===== src/rtl/spi_slave.sv =====
// spi_slave: SPI serial front end for the SPI RAM; deserialises MOSI frames
//   into RAM command words and serialises RAM read bytes back onto MISO.
// Latency: rx_valid registered on the edge that samples the last frame bit;
//   MISO carries the read MSB from the edge that samples tx_valid high.
// Backpressure: none; SS_n high aborts or ends a transaction at any point.
//
// Ports:
//   clk       system clock, all logic on the rising edge
//   rst_n     synchronous active-low reset
//   SS_n      slave select (active-low), MOSI serial in (MSB first)
//   MISO      serial out (MSB first), 0 whenever not transmitting
//   rx_data   {opcode[1:0], addr/data[ADDR_SIZE-1:0]} frame to the RAM
//   rx_valid  one-cycle strobe qualifying rx_data
//   tx_data   read byte from the RAM, tx_valid qualifies it
//
// Build option: define SPI_IN_SYNC_EN to put SS_n and MOSI through 2-flop
// synchronisers (all input-referenced timing moves two cycles later).

module spi_slave #(
  parameter int ADDR_SIZE = 8
) (
  input  logic                 clk,
  input  logic                 rst_n,
  input  logic                 SS_n,
  input  logic                 MOSI,
  output logic                 MISO,
  output logic [ADDR_SIZE+1:0] rx_data,
  output logic                 rx_valid,
  input  logic [ADDR_SIZE-1:0] tx_data,
  input  logic                 tx_valid
);

  localparam int FW    = ADDR_SIZE + 2;          // frame width
  localparam int CNT_W = $clog2(FW);             // frame bit counter
  localparam int TXC_W = $clog2(ADDR_SIZE + 1);  // counts 0..ADDR_SIZE

  typedef enum logic [2:0] {
    IDLE,
    CHK_CMD,
    WRITE,
    READ_ADD,
    READ_DATA
  } state_e;

  // Sub-phases used once a READ_DATA frame has been received.
  typedef enum logic [1:0] {
    RD_HOLD,   // rx_valid cycle: tx_valid may still show a stale level
    RD_WAIT,   // sample tx_valid
    RD_SHIFT,  // byte going out on MISO
    RD_DONE    // byte finished, ignore everything until SS_n rises
  } rd_phase_e;

  // --------------------------------------------------------------------
  // Input conditioning
  // --------------------------------------------------------------------
  logic ss_n_s;
  logic mosi_s;

`ifdef SPI_IN_SYNC_EN
  logic ss_meta_q,   ss_meta_d;
  logic ss_sync_q,   ss_sync_d;
  logic mosi_meta_q, mosi_meta_d;
  logic mosi_sync_q, mosi_sync_d;

  always_comb begin
    ss_meta_d   = SS_n;
    ss_sync_d   = ss_meta_q;
    mosi_meta_d = MOSI;
    mosi_sync_d = mosi_meta_q;
  end

  // Reset to "deselected" so the FSM never sees a phantom start.
  always_ff @(posedge clk) begin
    if (!rst_n) begin
      ss_meta_q   <= 1'b1;
      ss_sync_q   <= 1'b1;
      mosi_meta_q <= 1'b0;
      mosi_sync_q <= 1'b0;
    end else begin
      ss_meta_q   <= ss_meta_d;
      ss_sync_q   <= ss_sync_d;
      mosi_meta_q <= mosi_meta_d;
      mosi_sync_q <= mosi_sync_d;
    end
  end

  assign ss_n_s = ss_sync_q;
  assign mosi_s = mosi_sync_q;
`else
  assign ss_n_s = SS_n;
  assign mosi_s = MOSI;
`endif

  // --------------------------------------------------------------------
  // State
  // --------------------------------------------------------------------
  state_e               state_q,      state_d;
  rd_phase_e            rd_phase_q,   rd_phase_d;
  logic [CNT_W-1:0]     cnt_q,        cnt_d;
  logic [FW-2:0]        shift_q,      shift_d;       // first FW-1 frame bits
  logic                 frame_done_q, frame_done_d;
  logic [FW-1:0]        rx_data_q,    rx_data_d;
  logic                 rx_valid_q,   rx_valid_d;
  logic                 addr_rcvd_q,  addr_rcvd_d;
  logic [ADDR_SIZE-1:0] tx_shift_q,   tx_shift_d;
  logic [TXC_W-1:0]     tx_cnt_q,     tx_cnt_d;
  logic                 miso_q,       miso_d;

  logic                 frame_last;

  // State register (FSM plus datapath flops).
  always_ff @(posedge clk) begin
    if (!rst_n) begin
      state_q      <= IDLE;
      rd_phase_q   <= RD_HOLD;
      cnt_q        <= '0;
      shift_q      <= '0;
      frame_done_q <= 1'b0;
      rx_data_q    <= '0;
      rx_valid_q   <= 1'b0;
      addr_rcvd_q  <= 1'b0;
      tx_shift_q   <= '0;
      tx_cnt_q     <= '0;
      miso_q       <= 1'b0;
    end else begin
      state_q      <= state_d;
      rd_phase_q   <= rd_phase_d;
      cnt_q        <= cnt_d;
      shift_q      <= shift_d;
      frame_done_q <= frame_done_d;
      rx_data_q    <= rx_data_d;
      rx_valid_q   <= rx_valid_d;
      addr_rcvd_q  <= addr_rcvd_d;
      tx_shift_q   <= tx_shift_d;
      tx_cnt_q     <= tx_cnt_d;
      miso_q       <= miso_d;
    end
  end

  // Next-state logic. SS_n high overrides every other transition.
  always_comb begin
    state_d = state_q;
    case (state_q)
      IDLE: begin
        if (!ss_n_s) state_d = CHK_CMD;
      end
      CHK_CMD: begin
        // Only the command bit picks the transaction type; the opcode
        // bits inside the frame are forwarded to the RAM unchecked.
        if (mosi_s) state_d = addr_rcvd_q ? READ_DATA : READ_ADD;
        else        state_d = WRITE;
      end
      default: state_d = state_q;
    endcase
    if (ss_n_s) state_d = IDLE;
  end

  // Output / datapath logic.
  always_comb begin
    cnt_d        = cnt_q;
    shift_d      = shift_q;
    frame_done_d = frame_done_q;
    rd_phase_d   = rd_phase_q;
    rx_data_d    = rx_data_q;
    rx_valid_d   = 1'b0;
    addr_rcvd_d  = addr_rcvd_q;
    tx_shift_d   = tx_shift_q;
    tx_cnt_d     = tx_cnt_q;
    miso_d       = 1'b0;
    frame_last   = (cnt_q == CNT_W'(FW - 1));

    if (ss_n_s || (state_q == IDLE) || (state_q == CHK_CMD)) begin
      // Deselected or not yet in a data state: rearm the frame logic.
      // addr_rcvd deliberately survives an abort.
      cnt_d        = '0;
      frame_done_d = 1'b0;
      rd_phase_d   = RD_HOLD;
      tx_cnt_d     = '0;
    end else if (!frame_done_q) begin
      shift_d = {shift_q[FW-3:0], mosi_s};
      cnt_d   = cnt_q + CNT_W'(1);
      if (frame_last) begin
        rx_data_d    = {shift_q, mosi_s};
        rx_valid_d   = 1'b1;
        frame_done_d = 1'b1;
        cnt_d        = '0;
        if (state_q == READ_ADD) addr_rcvd_d = 1'b1;
      end
    end else if (state_q == READ_DATA) begin
      case (rd_phase_q)
        RD_HOLD: begin
          rd_phase_d = RD_WAIT;
        end
        RD_WAIT: begin
          if (tx_valid) begin
            miso_d     = tx_data[ADDR_SIZE-1];
            tx_shift_d = tx_data << 1;
            tx_cnt_d   = TXC_W'(1);
            rd_phase_d = RD_SHIFT;
          end
        end
        RD_SHIFT: begin
          if (tx_cnt_q == TXC_W'(ADDR_SIZE)) begin
            // Last bit has had its full cycle: read pair complete.
            addr_rcvd_d = 1'b0;
            rd_phase_d  = RD_DONE;
          end else begin
            miso_d     = tx_shift_q[ADDR_SIZE-1];
            tx_shift_d = tx_shift_q << 1;
            tx_cnt_d   = tx_cnt_q + TXC_W'(1);
          end
        end
        default: rd_phase_d = RD_DONE;
      endcase
    end
    // WRITE / READ_ADD after their frame simply hold until SS_n rises.
  end

  assign MISO     = miso_q;
  assign rx_data  = rx_data_q;
  assign rx_valid = rx_valid_q;

endmodule


===== config.mk =====
export PLATFORM = sky130hd
export DESIGN_NAME = spi_slave
export DESIGN_NICKNAME = d
export VERILOG_FILES = /design/src/rtl/spi_slave.sv
export SDC_FILE = /design/constraint.sdc
export NUM_CORES = 1
export LEC_CHECK = 0
export ABC_CLOCK_PERIOD_IN_PS = 1730
export BUFFER_PORTS_ARGS = -buffer_cell sky130_fd_sc_hd__buf_2
export CAP_MARGIN = 20
export CORE_AREA = 2 2 63 65
export CTS_BUF_LIST = sky130_fd_sc_hd__clkbuf_8
export DETAILED_ROUTE_END_ITERATION = 12
export DIE_AREA = 0 0 65 67
export GPL_TIMING_DRIVEN = 0
export PLACE_DENSITY_LB_ADDON = 0.25
export SYNTH_ARGS = -nofsm -noshare
export SYNTH_HDL_FRONTEND = slang
export SYNTH_SLANG_ARGS = --single-unit

===== constraint.sdc =====
create_clock -name clk -period 1.73 [get_ports clk]
set_clock_uncertainty 0.1 [all_clocks]
set_input_delay 0.346 -clock clk [delete_from_list [all_inputs] [get_ports clk]]
set_output_delay 0.346 -clock clk [all_outputs]
set_load 0.05 [all_outputs]

## After elaboration in Yosys (flattened, before gate mapping)

Cells that the tools add are included.

- Register bits after elaboration: 44
- Bits in latches: 0
- Memory bits (writable): 0
- ROM bits: 0
- Output and inout port bits: 12
- Word-level logic and storage cells: 72
- Memories kept: 0

- Add/subtract/negate cells: 2
- Multipliers: 0
- Divide/modulo/power cells: 0
- Order comparisons: 0
- Equal/unequal tests: 13
- Shift operators: 0
- Muxes and demuxes: 24
- Bitwise logic cells: 4
- Reductions and logical operators: 18

Operator list:

| cell | count |
|---|---|
| $mux 8 | 2 |
| $pmux 8 s2 | 1 |
| $mux 4 | 3 |
| $reduce_and 6->1 | 2 |
| $mux 1 | 10 |
| $add 4x1->4 const B | 2 |
| $eq 4x4->1 const B | 2 |
| $pmux 4 s2 | 1 |
| $reduce_bool 2->1 | 4 |
| $mux 3 | 2 |
| $ne 2x1->1 const B | 3 |
| $ne 2x2->1 const B | 3 |
| $pmux 2 s3 | 1 |
| $pmux 3 s2 | 1 |
| $reduce_and 5->1 | 1 |
| $mux 2 | 2 |
| $not 1->1 | 4 |
| $reduce_and 4->1 | 1 |
| $reduce_or 2->1 | 2 |
| $reduce_or 4->1 | 1 |
| $eq 3x1->1 const B | 1 |
| $eq 3x2->1 const B | 1 |
| $eq 3x3->1 const B | 1 |
| $logic_not 3->1 | 1 |
| other kinds (8) | 9 |

## Logic depth before layout (Yosys ltp)

Gate-level depths: netlist of run 1.

- Word-level depth: 5
- Mapped depth: 8
- Depth with buffers taken out: 6

## Least setup slack after synthesis of run 1

No wires, ideal clock.

- Path type: register to register
- Start point: register rd_phase_q[0]
- End point: register tx_cnt_q[2]
- Data arrival time: 1719 ps
- Required time: 1559 ps
- Setup slack: -160 ps
- Cell stages (with the launch flop): 9
- Path buffers: 2
- Period minus slack after synthesis: 1890 ps
- Path through: dfxtp_1 > inv_1 > ha_1 > buf_2 > and4b_1 > nor4_4 > buf_6 > nand4b_1 > a21oi_1

- Word-level cells in the longest chain between the ends: 3
- Elaborated cells on any way between the ends: 7

RTL lines:

| what | RTL line | RTL |
|---|---|---|
| start, declared | 98 | `rd_phase_e rd_phase_q, rd_phase_d;` |
| start signal, assigned | 127 | `rd_phase_q <= rd_phase_d;` |
| $eq 2x2->1 or $eq 2x1->1 (tied branches) | 190 | `case (rd_phase_q)` |
| $ne 2x2->1 (no source line) or $reduce_bool 2->1 (tied branches) | - |  |
| $reduce_and 5->1 (no source line) | - |  |
| end signal, assigned | 135 | `tx_cnt_q <= tx_cnt_d;` |
| end, declared | 106 | `logic [TXC_W-1:0] tx_cnt_q, tx_cnt_d;` |

Parallel ways exist; a longest one is shown, timed or not.
A chain may end at the register's enable or synchronous reset.

## Worst setup path in the final report of run 1

- Start point: register tx_cnt_q[0]
- End point: register tx_shift_q[1]

- Word-level cells in the longest chain between the ends: 3

RTL lines:

| what | RTL line | RTL |
|---|---|---|
| $eq 4x4->1 | 203 | `if (tx_cnt_q == TXC_W'(ADDR_SIZE)) begin` |
| $ne 2x2->1 (no source line) | - |  |
| $reduce_and 6->1 (no source line) | - |  |
| end signal, assigned | 134 | `tx_shift_q <= tx_shift_d;` |
| end, declared | 105 | `logic [ADDR_SIZE-1:0] tx_shift_q, tx_shift_d;` |

No other way between the ends.

==> impl_metrics.toml, run 1 <==
[timing]
maxSlewHeadroom_pct = 63.8
fin_crit_sh_pct = 105
hold_violations = 0
drv_slew = 0
finalSetupViolations = 11
hold_ws_ns = 0.245
tightest_slew_ns = 0.541
period_minus_slack_ns = 1.82
grt_setup_unrepaired = "yes"
layout_setup_ws_ns = -0.0928
timing.fmax_mhz = 549

[global_route]
grt_pass1_vias = 1457
grt_pass1_wl_um = 6510
grt_use_total_pct = 19.9
antenna_found_initial = 0
grt_remaining_overflow = 0
grt_max_degree = 14

[floorplan]
num_io_pins = 25
fp.dieW_um = 65
core_um2 = 3610
dieArea_um2 = 4360
die_h_um = 67
initial_core_util_pct = 52.5
rows = 22

[synthesis]
synthFlopType = "dfxtp_1"
postSynthCellCount = 194
ys_seq_area_share_pct = 45.4
synth_seq_cells = 43
yosys_warnings = 0
synth-edff-count = 0
postSynth.asyncResetShare_pct = 0
syn_nets = 212
avgSynthCellArea_um2 = 9.76
synth_cell_types = 37
syn-cell-area_um2 = 1890

[setup_path]
path_cells = "inv_1 > ha_1 > and4b_2 > nor4_4 > buf_6 > buf_6 > nand2_2 > mux2i_1"
critPathMaxFanout = 6
startpoint_type = "register"
worst_path_most_repeated_cell = "buf_6"
slowest_delay_ns = 0.34
critPathKind = "reg2reg"
slowest_stage = "dfxtp_2"
cp.required_ns = 1.82
crit_arrival_ns = 1.91
critPathCaptureType = "register"
path_buf_inv = 3
path_delay_family = "simple AND/OR/NAND/NOR gates"

[finish]
antennaDiodeCount = 0
area_growth_pct = 25.1
finalNetCount = 253
multi_input_area_um2 = 1030
fill_cells = 307
layout_commonest_cell = "dfxtp_1"
drive_gt1_share_pct = 32.2
seq_area_um2 = 868
final_cell_mix = "37 x dfxtp_1, 32 x nor2_1, 28 x buf_2"

[clock_network]
cts-root-buf = "clkbuf_8"
h-tree-depth = 2
clockBufferDepth = 2
cts_buffers = 5
clk_pin_slew_ns = 0.08
clk_latency_ns = 0.29
clock-sinks = 43
holdBufCountCts = 0
cts_tree = "done"

[route]
wl_per_cell_um = 13.8
drt_pass1_iterations = 4
drt-vias-per-instance = 5.31
drt-initial-drc-count = 40
drt-total-wl_um = 3910
drc_errors = 0
ant_nets = 0
via_count = 1508

[place]
hpwlAfterDp_um = 2500
portBuffers = 24
pre_cts_ws_ns = -0.373
gp_congestion = 0.728

[run_status]
status = "complete, but fails checks"
violations = "negative setup slack"

[pwr]
p_per_area_nw_per_um2 = 783
peakVddDrop_mv = 0.633
power.switching_w = 0.000375
seqPwrFrac_pct = 53.6
swShare_pct = 20.2
p_leak_nw = 0.862
p_clk_share_pct = 43.3
power_frac_comb_pct = 3.1
p_int_w = 0.00148

[flow_run]
maxCapViolations = 0

[worst_hold_path]
hp-class = "in2reg"
## path summary, 6_finish.rpt
kind	endpoint	depth (start not counted)	slack, ns	from
setup / recovery	tx_shift_q[1]	8	-0.09	tx_cnt_q[0]
setup reg to reg	tx_shift_q[1]	8	-0.09	tx_cnt_q[0]
hold reg to reg	tx_shift_q[1]	2	0.38	tx_shift_q[1]
hold / removal	tx_shift_q[1]	3	0.24	tx_data[0]
## synth_stat cells, drive strengths merged, types with 3 or more instances
cell type,count,share of area [%]
nand2b,3,0.99
ha,5,3.3
mux2i,26,14
nand3,3,0.79
dfxtp,43,45
o21ai,5,1.3
buf,7,2.4
nand3b,3,1.2
inv,5,0.99
nand2,6,1.2
a311oi,6,2.8
nor3,3,0.79
nor2,32,6.3
a21oi,14,3.7
a211oi,4,1.6
nor2b,4,1.3
clkbuf,3,0.59
## per-stage QoR
| step | total power (W) | setup TNS (ns) | area, um^2 | instances | util [%] |
|---|---|---|---|---|---|
| global placement | 0.00107 | -3.36 | 2100 | 266 | 58.2 |
| finish | 0.00186 | -0.681 | 2370 | 284 | 65.7 |
| CTS | 0.00188 | -0.156 | 2310 | 281 | 64.1 |
| global route | 0.00193 | -1.64 | 2370 | 284 | 65.7 |
| floorplan | 0.00105 | -0.924 | 1920 | 194 | - |
| detailed placement | 0.00107 | -3.58 | 2100 | 266 | 58.2 |
## flip-flops by register name, summed over array words and instances (netlist names)
register      count
MISO              1
addr_rcvd_q       1
cnt_q             4
frame_done_q      1
rd_phase_q        2
rx_data          10
rx_valid          1
shift_q           9
state_q           3
tx_cnt_q          4
tx_shift_q        7
## tightest hold or removal path, delay by kind of cell
| family | cells | cell delay, ns |
|---|---|---|
| multiplexers | 1 | 0.07 |
| buffers and inverters | 1 | 0.10 |
| AND/OR/NAND/NOR | 1 | 0.08 |
## power groups by stage
stage | sequential (W) | clock, W | combinational, W
after floorplan | 0.00102 | 0 | 0.0000297
after global placement | 0.00102 | 0 | 0.0000551
after detailed placement | 0.00102 | 0 | 0.0000552
after CTS | 0.000995 | 0.000825 | 0.0000568
after global routing | 0.000996 | 0.000867 | 0.0000633
final | 0.000995 | 0.000804 | 0.0000578
## kinds of logic (layout without fill, tap and decap cells)
kind of cell	Yosys count	count (layout)	synth area share (%)
compound gates	33	33	11.1
simple gates	69	69	21.3
mux	26	26	13.7
fa+ha+maj	5	5	3.30
flops	43	43	45.4
xor+xnor	2	2	0.925
buf+inv	16	58	4.23
## routing by layer
| layer | global-route usage, % | vias up | routed length, um |
|---|---|---|---|
| li1 | - | 768 | - |
| met1 | 24.1 | 688 | 1800 |
| met2 | 33.4 | 45 | 1850 |
| met3 | 4.05 | 7 | 195 |
| met4 | 10.1 | 0 | 64 |
| met5 | 0 | - | 0 |
## layout make-up
cell class	count	area share [%]
clock inverters	2	1.48
plain buffers	8	2.32
inverters	6	0.950
well taps	48	2.53
repair buffers	36	8.98
multi-input cells	135	43.6
clock buffers	6	3.48
flip-flops and latches	43	36.6
## timing repair
| item | CTS | global route |
|---|---|---|
| buffers inserted | 7 | 2 |
| cloned | 2 | 1 |
| pin swaps | 12 | 4 |
| setup endpoints to repair | 18 | 23 |
| gates resized for setup | 15 | 12 |
| hold endpoints to repair | 0 | 0 |
(Power assumes the default switching activity.)
==> run 2: changes to the inputs <==
--- a/config.mk
+++ b/config.mk
@@ -12,2 +12,3 @@
 export CTS_BUF_LIST = sky130_fd_sc_hd__clkbuf_8
+export CTS_CLUSTER_SIZE = 30
 export DETAILED_ROUTE_END_ITERATION = 12
@@ -16,2 +17,3 @@
 export PLACE_DENSITY_LB_ADDON = 0.25
+export SETUP_SLACK_MARGIN = 0.4
 export SYNTH_ARGS = -nofsm -noshare
==> constraint.sdc (replaced) <==
create_clock -name clk -period 1.73 [get_ports clk]
set_clock_uncertainty 0.1 [all_clocks]
set_input_delay 0.173 -clock clk [delete_from_list [all_inputs] [get_ports clk]]
set_output_delay 0.173 -clock clk [all_outputs]
set_load 0.05 [all_outputs]
==> impl_metrics.toml, run 2 (synthesis gave the netlist of run 1 again) <==
[worst_hold_path]
hp-class = "in2reg"

[route]
top_layer = "met4"
ant_nets = 0
drt-total-wl_um = 4200
wl_per_cell_um = 14.2
wl_met3_um = 112
drt_pass1_iterations = 4
wl_met1_um = 1990
drt-vias-per-instance = 5.20
drt-initial-drc-count = 57
drc_errors = 0
via_count = 1539
wl_met2_um = 2060

[setup_path]
rr_worst_depth = 7
reg2reg_setup_slack_ns = -0.09
startpoint_type = "register"
cp.required_ns = 1.82
slowest_delay_ns = 0.51
critPathKind = "reg2reg"
path_cells = "inv_2 > ha_4 > buf_6 > and4b_2 > or4_4 > o21ai_2 > a21oi_1"
crit_start = "rd_phase_q[0]"
rr_startpoint = "rd_phase_q[0]"
r2r_end = "tx_cnt_q[2]"
critPathMaxFanout = 3
critPathCaptureType = "register"
critPathCapture = "tx_cnt_q[2]"
crit_arrival_ns = 1.91
slowest_stage = "or4_4"

[finish]
fill_cells = 279
fin_util_pct = 71.7
drive_gt1_share_pct = 39.9
finalNetCount = 265
seq_area_um2 = 881
final_cell_mix = "33 x dfxtp_1, 30 x nor2_1, 28 x buf_2"
layout_commonest_cell = "dfxtp_1"
design_area_um2 = 2580
multi_input_area_um2 = 1100
largest_reg_flops = 10
antennaDiodeCount = 0
area_growth_pct = 36.5

[timing]
layout_setup_ws_ns = -0.0877
hold_ws_ns = 0.0562
hold_violations = 0
tns_ns = -0.621
timing.fmax_mhz = 550
tightest_slew_ns = 0.485
finalSetupViolations = 12
fin_crit_sh_pct = 105
drv_slew = 0
period_minus_slack_ns = 1.82
maxSlewHeadroom_pct = 67.7
grt_setup_unrepaired = "yes"

[clock_network]
clk_pin_slew_ns = 0.08
clockBufferDepth = 2
cts_tree = "done"
h-tree-depth = 2
cts-root-buf = "clkbuf_8"
clk_latency_ns = 0.30
cts_buffers = 5
holdBufCountCts = 0
clock-sinks = 43

[place]
place_area_um2 = 2120
pre_cts_ws_ns = -0.342
portBuffers = 24
gp_congestion = 0.742
hpwlAfterDp_um = 2420

[pwr]
p_per_area_nw_per_um2 = 721
peakVddDrop_mv = 0.748
p_leak_nw = 0.952

[global_route]
grt_max_degree = 16
grt_pass1_wl_um = 6860
antenna_found_initial = 0
grt_use_total_pct = 20.8
grt_remaining_overflow = 0
grt_pass1_vias = 1529

[floorplan]
fp.dieW_um = 65
dieArea_um2 = 4360
rows = 22
die_h_um = 67
initial_core_util_pct = 52.5
num_io_pins = 25
core_um2 = 3610

[run_status]
status = "complete, but fails checks"
violations = "negative setup slack"

[flow_run]
maxCapViolations = 0
==> run 2: cell count changes in the layout (fill, tap and decap cells not counted), moves of 2 or more <==
| cell | delta |
|---|---|
| dfxtp_4 | +3 |
| dfxtp_1 | -4 |
| buf_6 | +6 |
| nor2_4 | +2 |
| nor2_1 | -2 |
| buf_4 | +5 |
==> run 2: worst min-delay path by stage <==
stage	endpoint	from	depth (start not counted)	slack, ns
after floorplan	rx_valid	rst_n	1	0.20
after global placement	tx_shift_q[1]	tx_shift_q[1]	2	0.35
after detailed placement	tx_shift_q[1]	tx_shift_q[1]	2	0.37
after CTS	tx_shift_q[1]	tx_data[0]	3	0.05
after global routing	tx_shift_q[1]	tx_data[0]	3	0.08
final	tx_shift_q[1]	tx_data[0]	3	0.06
==> run 2: metal layers <==
layer / GRT usage [%] / up-vias
met2: 35.1 / 18
met5: 0 / -
met1: 25.8 / 717
met3: 6.59 / 5
met4: 4.79 / 0
li1: - / 799
==> run 2: area by class of cell <==
| class | instances | area share, % |
|---|---|---|
| multi-input cells | 135 | 42.5 |
| flip-flops and latches | 43 | 34.1 |
| repair buffers | 46 | 12.2 |
| clock inverters | 3 | 1.84 |
| plain buffers | 10 | 3.44 |
| well taps | 48 | 2.32 |
| clock buffers | 5 | 2.66 |
| inverters | 6 | 0.871 |
==> run 2: critical path: cells and delay by family, from the launching register on <==
family	cells	cell delay, ns
AND/OR/NAND/NOR	2	0.75
flip-flops	1	0.35
AO/OA/AOI/OAI	2	0.19
buffers and inverters	2	0.17
adder cells (fa/ha/maj)	1	0.15
==> run 2: what timing repair did <==
action | 4_1_cts | 5_1_grt
cloned | 4 | 1
gates resized for setup | 34 | 15
buffers inserted | 13 | 4
pin swaps | 17 | 6
endpoints found under the setup margin | 40 | 37
==> run 2: where the power goes <==
| group | internal [W] | total [W] | switching (W) |
|---|---|---|---|
| Clock | 0.000438 | 0.000809 | 0.000371 |
| Sequential | 0.000987 | 0.000992 | 0.00000436 |
| Combinational | 0.0000255 | 0.0000626 | 0.0000371 |
==> run 2: stage by stage <==
| step | total power, W | cells |
|---|---|---|
| 2_1_floorplan | 0.00105 | 194 |
| 3_3_place_gp | 0.00108 | 266 |
| 3_5_place_dp | 0.00108 | 266 |
| 4_1_cts | 0.00187 | 291 |
| 5_1_grt | 0.00192 | 296 |
| 6_report | 0.00186 | 296 |
